`src/rtl/sfpp_reconfig_st_pkg.sv`:
```
// rtl/sfpp_reconfig_st_pkg.sv - shared byte-stream framing constants
package sfpp_reconfig_st_pkg;

   localparam logic [7:0] SOP_CHAR  = 8'h7A;
   localparam logic [7:0] EOP_CHAR  = 8'h7B;
   localparam logic [7:0] CHAN_CHAR = 8'h7C;
   localparam logic [7:0] ESC_CHAR  = 8'h7D;
   localparam logic [7:0] ESC_XOR   = 8'h20;

endpackage

```
`src/rtl/sfpp_reconfig_bytes_to_packets.sv`:
```
// rtl/sfpp_reconfig_bytes_to_packets.sv - escaped byte stream to channelised packet stream decoder
module sfpp_reconfig_bytes_to_packets
   import sfpp_reconfig_st_pkg::*;
(
   input  logic       clk,
   input  logic       reset,
   output logic       in_ready,
   input  logic       in_valid,
   input  logic [7:0] in_data,
   input  logic       out_ready,
   output logic       out_valid,
   output logic [7:0] out_data,
   output logic [7:0] out_channel,
   output logic       out_startofpacket,
   output logic       out_endofpacket
);

   logic       esc_pending;
   logic       chan_pending;
   logic       sop_pending;
   logic       eop_pending;
   logic [7:0] channel_q;
   logic       accept;
   logic       is_ctrl;
   logic [7:0] value;

   // Held beat only blocks input while it is stalled; reset always drains.
   assign in_ready = reset | ~out_valid | out_ready;
   assign accept   = in_valid & in_ready;
   assign value    = esc_pending ? (in_data ^ ESC_XOR) : in_data;

   always_comb begin
      is_ctrl = 1'b0;
      if (!esc_pending) begin
         case (in_data)
            SOP_CHAR, EOP_CHAR, CHAN_CHAR, ESC_CHAR: is_ctrl = 1'b1;
            default:                                 is_ctrl = 1'b0;
         endcase
      end
   end

   always_ff @(posedge clk) begin
      if (reset) begin
         esc_pending       <= 1'b0;
         chan_pending      <= 1'b0;
         sop_pending       <= 1'b0;
         eop_pending       <= 1'b0;
         channel_q         <= 8'h00;
         out_valid         <= 1'b0;
         out_data          <= 8'h00;
         out_channel       <= 8'h00;
         out_startofpacket <= 1'b0;
         out_endofpacket   <= 1'b0;
      end else begin
         if (out_valid && out_ready) begin
            out_valid <= 1'b0;
         end
         if (accept) begin
            if (is_ctrl) begin
               case (in_data)
                  SOP_CHAR:  sop_pending  <= 1'b1;
                  EOP_CHAR:  eop_pending  <= 1'b1;
                  CHAN_CHAR: chan_pending <= 1'b1;
                  default:   esc_pending  <= 1'b1;
               endcase
            end else begin
               esc_pending <= 1'b0;
               // A pending channel marker swallows the next value byte.
               if (chan_pending) begin
                  channel_q    <= value;
                  chan_pending <= 1'b0;
               end else begin
                  out_valid         <= 1'b1;
                  out_data          <= value;
                  out_channel       <= channel_q;
                  out_startofpacket <= sop_pending;
                  out_endofpacket   <= eop_pending;
                  sop_pending       <= 1'b0;
                  eop_pending       <= 1'b0;
               end
            end
         end
      end
   end

endmodule

```
`config.mk`:
```
export PLATFORM = sky130hd
export DESIGN_NAME = sfpp_reconfig_bytes_to_packets
export DESIGN_NICKNAME = d
export VERILOG_FILES = /design/src/rtl/sfpp_reconfig_st_pkg.sv /design/src/rtl/sfpp_reconfig_bytes_to_packets.sv
export SDC_FILE = /design/constraint.sdc
export NUM_CORES = 1
export LEC_CHECK = 0
export BUFFER_PORTS_ARGS = -buffer_cell sky130_fd_sc_hd__buf_4
export CAP_MARGIN = 20
export CORE_MARGIN = 3
export CORE_UTILIZATION = 55
export DETAILED_ROUTE_END_ITERATION = 10
export PLACE_DENSITY = 0.89
export RECOVER_POWER = 25
export SYNTH_ARGS = -nofsm -noshare
export SYNTH_HDL_FRONTEND = slang
export SYNTH_SLANG_ARGS = --single-unit
```
`constraint.sdc`:
```
create_clock -name clk -period 3.15 [get_ports clk]
set_input_delay 0.1575 -clock clk [delete_from_list [all_inputs] [get_ports clk]]
set_output_delay 0.1575 -clock clk [all_outputs]
set_load 0.005 [all_outputs]
```
==> impl_metrics.py, run 1 <==
metrics = {
    "timing": {
        "period_minus_slack_ns": 1.568,
        "fin_hold_ws_ns": 0.08852,
        "maxSlewHeadroom_pct": 66.03,
        "rsz0062_at_grt": "false",
        "worstMarginPinSlew_ns": 0.5084,
        "skew_ns": 0.01270,
        "timing_hold_violations_final": 0,
        "fmax_mhz": 637.9,
        "min_period_over_period_pct": 49.77,
        "fin_tns_setup_ns": 0,
        "slew_violations": 0,
        "setup_violations": 0,
    },
    "finish": {
        "finish.instance_area_mm2": 0.001589,
        "multi_input_area_um2": 655.6,
        "final_util_pct": 70.48,
        "register_area_um2": 620.6,
        "n_antenna_cell": 0,
        "final_cells": 181,
        "n_fill_cell": 187,
        "areaGrowthSynthToFinish_pct": 18.91,
        "final_nets": 166,
        "drive_above_1_share_pct": 25.49,
    },
    "floorplanning": {
        "die_h_um": 55.29,
        "start_util_pct": 59.27,
        "pin_count": 32,
        "die_w_um": 55.29,
        "rows": 17,
        "die_area_mm2": 0.003057,
        "core-area_mm2": 0.002255,
    },
    "setup_path": {
        "critPathLaunchType": "register",
        "crit_fanout": 15,
        "cp-end-kind": "register",
        "required_ns": 3.38,
        "arrival_ns": 1.80,
        "crit_type": "reg2reg",
    },
    "grt": {
        "busiest_layer": "met2",
        "grt_pass1_wl_um": 4153,
        "antenna_found_initial": 0,
        "gr-total-overflow": 0,
        "met2_usage_pct": 28.38,
        "gr-usage-met1_pct": 20.56,
        "grt_use_met3_pct": 6.776,
        "grt_pass1_vias": 933,
        "grt_max_degree": 42,
        "grt_use_total_pct": 17.21,
    },
    "synth": {
        "synth_xor_area_share_pct": 0.6554,
        "synth_top_family_by_area": "simple AND/OR/NAND/NOR gates",
        "yosys.area.top_type": "dfxtp_1",
        "synthesis.nets": 136,
        "yosysSeqAreaShare_pct": 46.44,
        "async_reset_ff_share_pct": 0,
        "synth.area.top_cells": "dfxtp_1 (46%), mux2i_1 (19%), nand2b_1 (18%), o311a_4 (1.6%), buf_12 (1.5%)",
        "synth_seq_cells": 31,
        "synth_compound_area_share_pct": 4.494,
        "yosys-top-cells-count": "nand2b_1 (38), dfxtp_1 (31), mux2i_1 (26)",
        "synth_edf_count": 0,
        "ys_types": 26,
        "syn_inst": 124,
        "synth-simple-area-share_pct": 24.44,
        "syn-cell-area_mm2": 0.001336,
        "synth-main-ff-cell": "dfxtp_1",
        "synth_top_area_share_pct": 46.44,
        "ys.warnings.count": 0,
        "postSynthAreaPerCell_um2": 10.78,
        "synth.area.mux_share_pct": 19.48,
        "yosysMostFrequentCell": "nand2b_1",
        "synth_fa_ha_area_share_pct": 0,
    },
    "pwr": {
        "power_per_cell_area_mw_per_mm2": 425.8,
        "irDropWorstVdd_mv": 0.3328,
        "power.leakage_nw": 0.6830,
    },
    "place": {
        "port_buffers": 31,
        "dp_hpwl_um": 1769,
        "gp_congestion": 0.7667,
        "dpl-instance-area_mm2": 0.001548,
        "dp.cells": 175,
    },
    "routing": {
        "vias": 934,
        "vias_per_cell": 5.160,
        "drt_iter0_drc": 16,
        "first_pass_iters": 4,
        "drt_wl_total_um": 2383,
        "wl_per_cell_um": 13.17,
        "ant_nets": 0,
        "drc_errors": 0,
    },
    "clock_tree": {
        "clk_path_buf_depth": 2,
        "cts_tree": "built",
        "h-tree-depth": 2,
        "clk_latency_ns": 0.31,
        "clk_pin_slew_ns": 0.08,
        "cts_setup_buffers": 0,
        "root_buffer": "clkbuf_4",
        "cts_sinks": 31,
        "post_cts_resized": 0,
        "cts_hold_buf": 0,
        "cts_inserted_buffers": 5,
    },
    "run": {
        "drv_cap": 0,
    },
    "outcome": {
        "status": "finished clean",
    },
    "hold_path": {
        "hold_path_class": "in2reg",
    },
}
registers in the layout (all words and copies together) (netlist names):
name and count:
chan_pending 1, out_valid 1, esc_pending 1, eop_pending 1, out_endofpacket 1, sop_pending 1, out_startofpacket 1, out_channel 8
channel_q 8, out_data 8
final cells by class:
class	instances	area share, %
multi-input combinational	84	41.26
sequential	31	39.06
timing repair buffer	31	14.65
clock buffer	6	2.598
tap	28	2.205
inverter	1	0.2362
per-stage QoR:
stage / setup slack [ns] / power, W
after floorplan: 1.670 / 0.0004680
after global placement: 1.526 / 0.0004932
after detailed placement: 1.461 / 0.0004959
after CTS: 1.557 / 0.0006876
after global routing: 1.470 / 0.0007126
final: 1.582 / 0.0006766
path summary, 6_finish.rpt:
path / endpoint / cells after the start / startpoint / slack, ns
worst min-delay path: sop_pending / 2 / in_data[0] / 0.09
worst min register to register: out_channel[7] / 2 / out_channel[7] / 0.48
worst max register to register: out_data[7] / 4 / out_valid / 1.58
worst max-delay path: out_data[7] / 4 / out_valid / 1.58
cell families (layout without fill, tap and decap cells):
logic type      Yosys count  after routing
compound gates            7              7
simple gates             50             50
flops                    31             31
mux                      26             26
xor+xnor                  1              1
buf+inv                   9             38
metal layers:
metal / share of wire [%] / vias up / wire length [um]
li1: - / 478 / -
met1: 45 / 432 / 1066
met2: 50 / 20 / 1182
met3: 4.0 / 4 / 96
met4: 1.6 / 0 / 37
met5: 0 / - / 0
power breakdown:
group / internal (W) / total, W / switching, W
logic: 0.0000444 / 0.0000794 / 0.0000350
registers: 0.000401 / 0.000406 / 0.00000509
clock network: 0.0000793 / 0.000191 / 0.000112
critical path, stage by stage (launching register included):
cell and delay (ns):
dfxtp_1 0.32, or3b_4 0.25, o311a_4 0.22, nor2b_4 0.47, mux2i_1 0.25
cells in the final DEF (no fill, tap or decap):
| cell | count |
|---|---|
| or3b_4 | 1 |
| nand4_1 | 1 |
| inv_1 | 1 |
| mux2i_1 | 26 |
| clkbuf_1 | 1 |
| nor3_1 | 1 |
| o311a_4 | 1 |
| nand4b_1 | 2 |
| and2_1 | 2 |
| o21ai_0 | 1 |
| nand2b_1 | 38 |
| o22ai_1 | 1 |
| a21oi_1 | 1 |
| dfxtp_1 | 31 |
| nor2_1 | 1 |
| xnor2_1 | 1 |
| buf_4 | 19 |
| nand2_1 | 1 |
| o32ai_1 | 1 |
| clkbuf_4 | 17 |
| or2b_1 | 1 |
| a21o_1 | 1 |
| nor2b_4 | 1 |
| a31oi_1 | 1 |
| and2b_1 | 1 |
Power figures use the tool's default switching activity.
==> run 2: changes to the inputs <==
--- a/config.mk
+++ b/config.mk
@@ -8,9 +8,9 @@
 export BUFFER_PORTS_ARGS = -buffer_cell sky130_fd_sc_hd__buf_4
 export CAP_MARGIN = 20
 export CORE_MARGIN = 3
-export CORE_UTILIZATION = 55
+export CORE_UTILIZATION = 47
 export DETAILED_ROUTE_END_ITERATION = 10
-export PLACE_DENSITY = 0.89
+export PLACE_DENSITY = 0.81
 export RECOVER_POWER = 25
 export SYNTH_ARGS = -nofsm -noshare
 export SYNTH_HDL_FRONTEND = slang
==> constraint.sdc (replaced) <==
create_clock -name clk -period 1.41 [get_ports clk]
set_input_delay 0.0705 -clock clk [delete_from_list [all_inputs] [get_ports clk]]
set_output_delay 0.0705 -clock clk [all_outputs]
set_load 0.005 [all_outputs]
==> impl_metrics.py, run 2 (synthesis gave the netlist of run 1 again) <==
metrics = {
    "outcome": {
        "status": "finished, violations left",
        "failed_checks": "negative setup slack",
    },
    "pwr": {
        "irDropWorstVdd_mv": 0.9178,
        "power.leakage_nw": 0.7569,
        "p_total_w": 0.001722,
        "power_per_cell_area_mw_per_mm2": 994.0,
    },
    "run": {
        "drv_cap": 0,
    },
    "finish": {
        "areaGrowthSynthToFinish_pct": 29.68,
        "reg.largest.list": "channel_q: 8 flops, out_channel: 8 flops, out_data: 8 flops",
        "register_area_um2": 621.8,
        "final_nets": 175,
        "final_util_pct": 66.91,
        "multi_input_area_um2": 673.1,
        "n_fill_cell": 204,
        "finish.instance_area_mm2": 0.001733,
        "n_antenna_cell": 0,
        "layout_common_cells": "nand2b_1 (37), buf_4 (32), dfxtp_1 (30)",
        "drive_above_1_share_pct": 33.54,
        "final_common_cell": "nand2b_1",
        "final_cells": 194,
    },
    "grt": {
        "grt_pass1_wl_um": 4678,
        "grt_max_degree": 41,
        "grt_pass1_vias": 1034,
        "grt_use_total_pct": 18.14,
        "antenna_found_initial": 0,
        "gr-total-overflow": 0,
    },
    "timing": {
        "timing_hold_violations_final": 0,
        "maxSlewHeadroom_pct": 80.80,
        "rsz0062_at_grt": "true",
        "worstMarginPinSlew_ns": 0.2881,
        "slew_violations": 0,
        "setup_ws_ns": -0.03196,
        "period_minus_slack_ns": 1.442,
        "setup_violations": 9,
        "skew_ns": 0.006015,
        "min_period_over_period_pct": 102.3,
        "fmax_mhz": 693.5,
    },
    "setup_path": {
        "crit_path_top_delay_cell": "or3b_4",
        "required_ns": 1.63,
        "crit_fanout": 15,
        "arrival_ns": 1.66,
        "crit_type": "reg2reg",
        "cp_cell_sequence": "or3b_4 > o311a_4 > nor2b_4 > buf_12 > mux2i_2",
        "cp-end-kind": "register",
        "critPathLaunchType": "register",
        "slowest_delay_ns": 0.39,
    },
    "clock_tree": {
        "h-tree-depth": 2,
        "clk_pin_slew_ns": 0.10,
        "cts_sinks": 31,
        "cts_tree": "built",
        "root_buffer": "clkbuf_4",
        "clk_path_buf_depth": 2,
        "clk_latency_ns": 0.33,
        "cts_inserted_buffers": 5,
    },
    "place": {
        "gp_congestion": 0.7183,
        "dpl-instance-area_mm2": 0.001617,
        "dp_hpwl_um": 1915,
        "port_buffers": 31,
        "dp.cells": 184,
    },
    "routing": {
        "wl_per_cell_um": 14.42,
        "vias": 1011,
        "drc_errors": 0,
        "vias_per_cell": 5.211,
        "drt_wl_total_um": 2797,
        "first_pass_iters": 4,
        "ant_nets": 0,
        "drt_iter0_drc": 29,
    },
    "floorplanning": {
        "die_h_um": 59.32,
        "die_w_um": 59.32,
        "core-area_mm2": 0.002590,
        "rows": 18,
        "pin_count": 32,
        "die_area_mm2": 0.003519,
        "start_util_pct": 51.59,
    },
    "hold_path": {
        "hold_path_class": "in2reg",
    },
}
==> run 2: cell count changes in the layout (fill, tap and decap cells not counted), sizes merged <==
cell / previous run / this run
buf: 19 / 34
clkbuf: 18 / 13
dlygate4sd3: 0 / 1
==> run 2: layer usage <==
layer  wire (um)  GRT usage (%)
met4          68          8.091
met5           0              0
met3         172          7.190
met1        1203          20.83
met2        1353          29.49
==> run 2: critical path, delay by kind of cell, from the launching register on <==
family | cells | cell delay [ns]
multiplexers | 1 | 0.15
AO/OA/AOI/OAI | 1 | 0.15
buffers and inverters | 1 | 0.16
AND/OR/NAND/NOR | 2 | 0.53
flip-flops | 1 | 0.34
==> run 2: worst paths after layout <==
| path | cells past startpoint | startpoint | slack, ns | to |
|---|---|---|---|---|
| max | 5 | out_valid | -0.03 | out_channel[5] |
| min | 3 | in_data[4] | 0.05 | channel_q[4] |
| max reg2reg | 5 | out_valid | -0.03 | out_channel[5] |
| min reg2reg | 2 | out_data[2] | 0.48 | out_data[2] |
==> run 2: stage by stage <==
| step | hold slack [ns] | setup TNS (ns) | worst slack (ns) |
|---|---|---|---|
| CTS | 0.03886 | 0 | 0.002665 |
| global route | 0.03618 | -0.5573 | -0.04957 |
| finish | 0.05394 | -0.1048 | -0.03196 |
| detailed placement | 0.3172 | -1.625 | -0.1373 |
| floorplan | 0.1884 | -0.3638 | -0.04466 |
| global placement | 0.3121 | -0.9457 | -0.06914 |
==> run 2: repair_timing <==
action | in CTS | in global routing
hold buffers | 1 | 0
pin swaps | 1 | 1
setup endpoints to repair | 19 | 26
endpoints found under the hold margin | 1 | 0
gates resized for setup | 3 | 2
buffers inserted | 1 | 3
==> run 2: cell type report <==
type,instances,share of cell area [%]
multi-input combinational,84,38.84
sequential,31,35.88
timing repair buffer,40,18.92
clock buffer,8,3.971
tap,30,2.166
inverter,1,0.2166
==> run 2: power breakdown <==
group	leakage (nW)	internal (W)	switching [W]	total, W
Sequential	0.252	0.000897	0.0000112	0.000908
Combinational	0.467	0.000130	0.0000917	0.000222
Clock	0.0386	0.000293	0.000299	0.000593
Total	0.757	0.00132	0.000402	0.00172
==> run 3: changes to the inputs <==
--- a/config.mk
+++ b/config.mk
@@ -10,7 +10,7 @@
 export CORE_MARGIN = 3
 export CORE_UTILIZATION = 47
 export DETAILED_ROUTE_END_ITERATION = 10
-export PLACE_DENSITY = 0.81
+export PLACE_DENSITY = 0.74
 export RECOVER_POWER = 25
 export SYNTH_ARGS = -nofsm -noshare
 export SYNTH_HDL_FRONTEND = slang
==> impl_metrics.py, run 3 (synthesis gave the netlist of run 1 again) <==
metrics = {
    "outcome": {
        "status": "finished clean",
    },
    "clock_tree": {
        "h-tree-depth": 2,
        "clk_latency_ns": 0.33,
        "cts_sinks": 31,
        "cts_tree": "built",
        "clk_path_buf_depth": 2,
        "cts_inserted_buffers": 5,
        "root_buffer": "clkbuf_4",
        "clk_pin_slew_ns": 0.09,
    },
    "routing": {
        "ant_nets": 0,
        "first_pass_iters": 4,
        "drt_wl_total_um": 2554,
        "vias_per_cell": 5.062,
        "wl_per_cell_um": 13.10,
        "drt_iter0_drc": 32,
        "vias": 987,
        "drc_errors": 0,
    },
    "finish": {
        "final_nets": 176,
        "final_common_cell": "nand2b_1",
        "areaGrowthSynthToFinish_pct": 27.53,
        "register_area_um2": 621.8,
        "n_antenna_cell": 0,
        "final_cells": 195,
        "final_util_pct": 65.80,
        "reg.largest.list": "channel_q: 8 flops, out_channel: 8 flops, out_data: 8 flops",
        "n_fill_cell": 219,
        "finish.instance_area_mm2": 0.001704,
        "multi_input_area_um2": 665.6,
        "layout_common_cells": "nand2b_1 (38), buf_4 (33), dfxtp_1 (30)",
        "drive_above_1_share_pct": 33.33,
    },
    "timing": {
        "slew_violations": 0,
        "fin_hold_ws_ns": 0.04056,
        "min_period_over_period_pct": 99.78,
        "maxSlewHeadroom_pct": 81.26,
        "worstMarginPinSlew_ns": 0.2811,
        "timing_hold_violations_final": 0,
        "skew_ns": 0.007031,
        "fmax_mhz": 710.8,
        "setup_violations": 0,
        "period_minus_slack_ns": 1.407,
        "setup_ws_ns": 0.003121,
        "rsz0062_at_grt": "true",
    },
    "place": {
        "place_ws_ns": -0.1464,
        "dp_hpwl_um": 1867,
        "dpl-instance-area_mm2": 0.001604,
        "port_buffers": 31,
        "dp.cells": 184,
        "gp_congestion": 0.7538,
    },
    "pwr": {
        "power_per_cell_area_mw_per_mm2": 943.1,
        "irDropWorstVdd_mv": 0.7102,
        "power.leakage_nw": 0.7500,
    },
    "setup_path": {
        "crit_fanout": 13,
        "cp-end-kind": "register",
        "critPathLaunchType": "register",
        "arrival_ns": 1.62,
        "crit_type": "reg2reg",
        "required_ns": 1.63,
    },
    "grt": {
        "grt_pass1_vias": 998,
        "grt_max_degree": 41,
        "grt_use_total_pct": 17.03,
        "antenna_found_initial": 0,
        "gr-total-overflow": 0,
        "grt_pass1_wl_um": 4402,
    },
    "floorplanning": {
        "die_area_mm2": 0.003519,
        "core-area_mm2": 0.002590,
        "rows": 18,
        "die_w_um": 59.32,
        "die_h_um": 59.32,
        "start_util_pct": 51.59,
        "pin_count": 32,
    },
    "run": {
        "drv_cap": 0,
    },
    "hold_path": {
        "hold_path_class": "in2reg",
    },
}
[run 3: where the power goes]
part	internal [W]	leakage [nW]	total, W	switching (W)
clock	0.000185	0.0347	0.000485	0.000300
sequential	0.000897	0.252	0.000907	0.0000106
combinational	0.000128	0.464	0.000215	0.0000872
[run 3: critical path, cell delays in order, from the launching register on]
cell and delay [ns]:
dfxtp_2 0.33, or3b_4 0.38, o311a_4 0.14, nor2b_4 0.14, buf_12 0.16, mux2i_2 0.15
[run 3: cell type report]
class	instances	share of cell area, %
well taps	30	2.203
multi-input cells	84	39.06
inverters	1	0.2203
clock buffers	5	2.203
flip-flops and latches	31	36.49
clock inverters	3	0.8811
repair buffers	41	18.94
[run 3: final timing paths]
check	from	end	slack, ns	depth (start not counted)
max	out_valid	out_data[1]	0.003	5
min	in_data[4]	out_data[4]	0.04	3
max reg2reg	out_valid	out_data[1]	0.003	5
min reg2reg	out_channel[3]	out_channel[3]	0.48	2
[run 3: metrics by stage]
stage | total power (W) | setup TNS (ns)
4_1_cts | 0.001624 | 0
3_3_place_gp | 0.001119 | -0.9851
2_1_floorplan | 0.001046 | -0.3638
3_5_place_dp | 0.001125 | -2.123
6_report | 0.001607 | 0
5_1_grt | 0.001704 | -0.1773
[run 3: timing repair]
item / in CTS / in global routing
resized for setup: 1 / 4
pin swaps: 0 / 3
setup endpoints to repair: 16 / 22
hold endpoints to repair: 1 / 0
setup buffers: 2 / 0
hold buffers: 1 / 0
[run 3: layer usage]
metal / vias to the layer above / track usage (%) / routed length (um)
met4: 0 / 7.767 / 37
met1: 458 / 20.08 / 1166
met5: - / 0 / 0
met2: 27 / 26.37 / 1194
li1: 498 / - / -
met3: 4 / 7.625 / 156
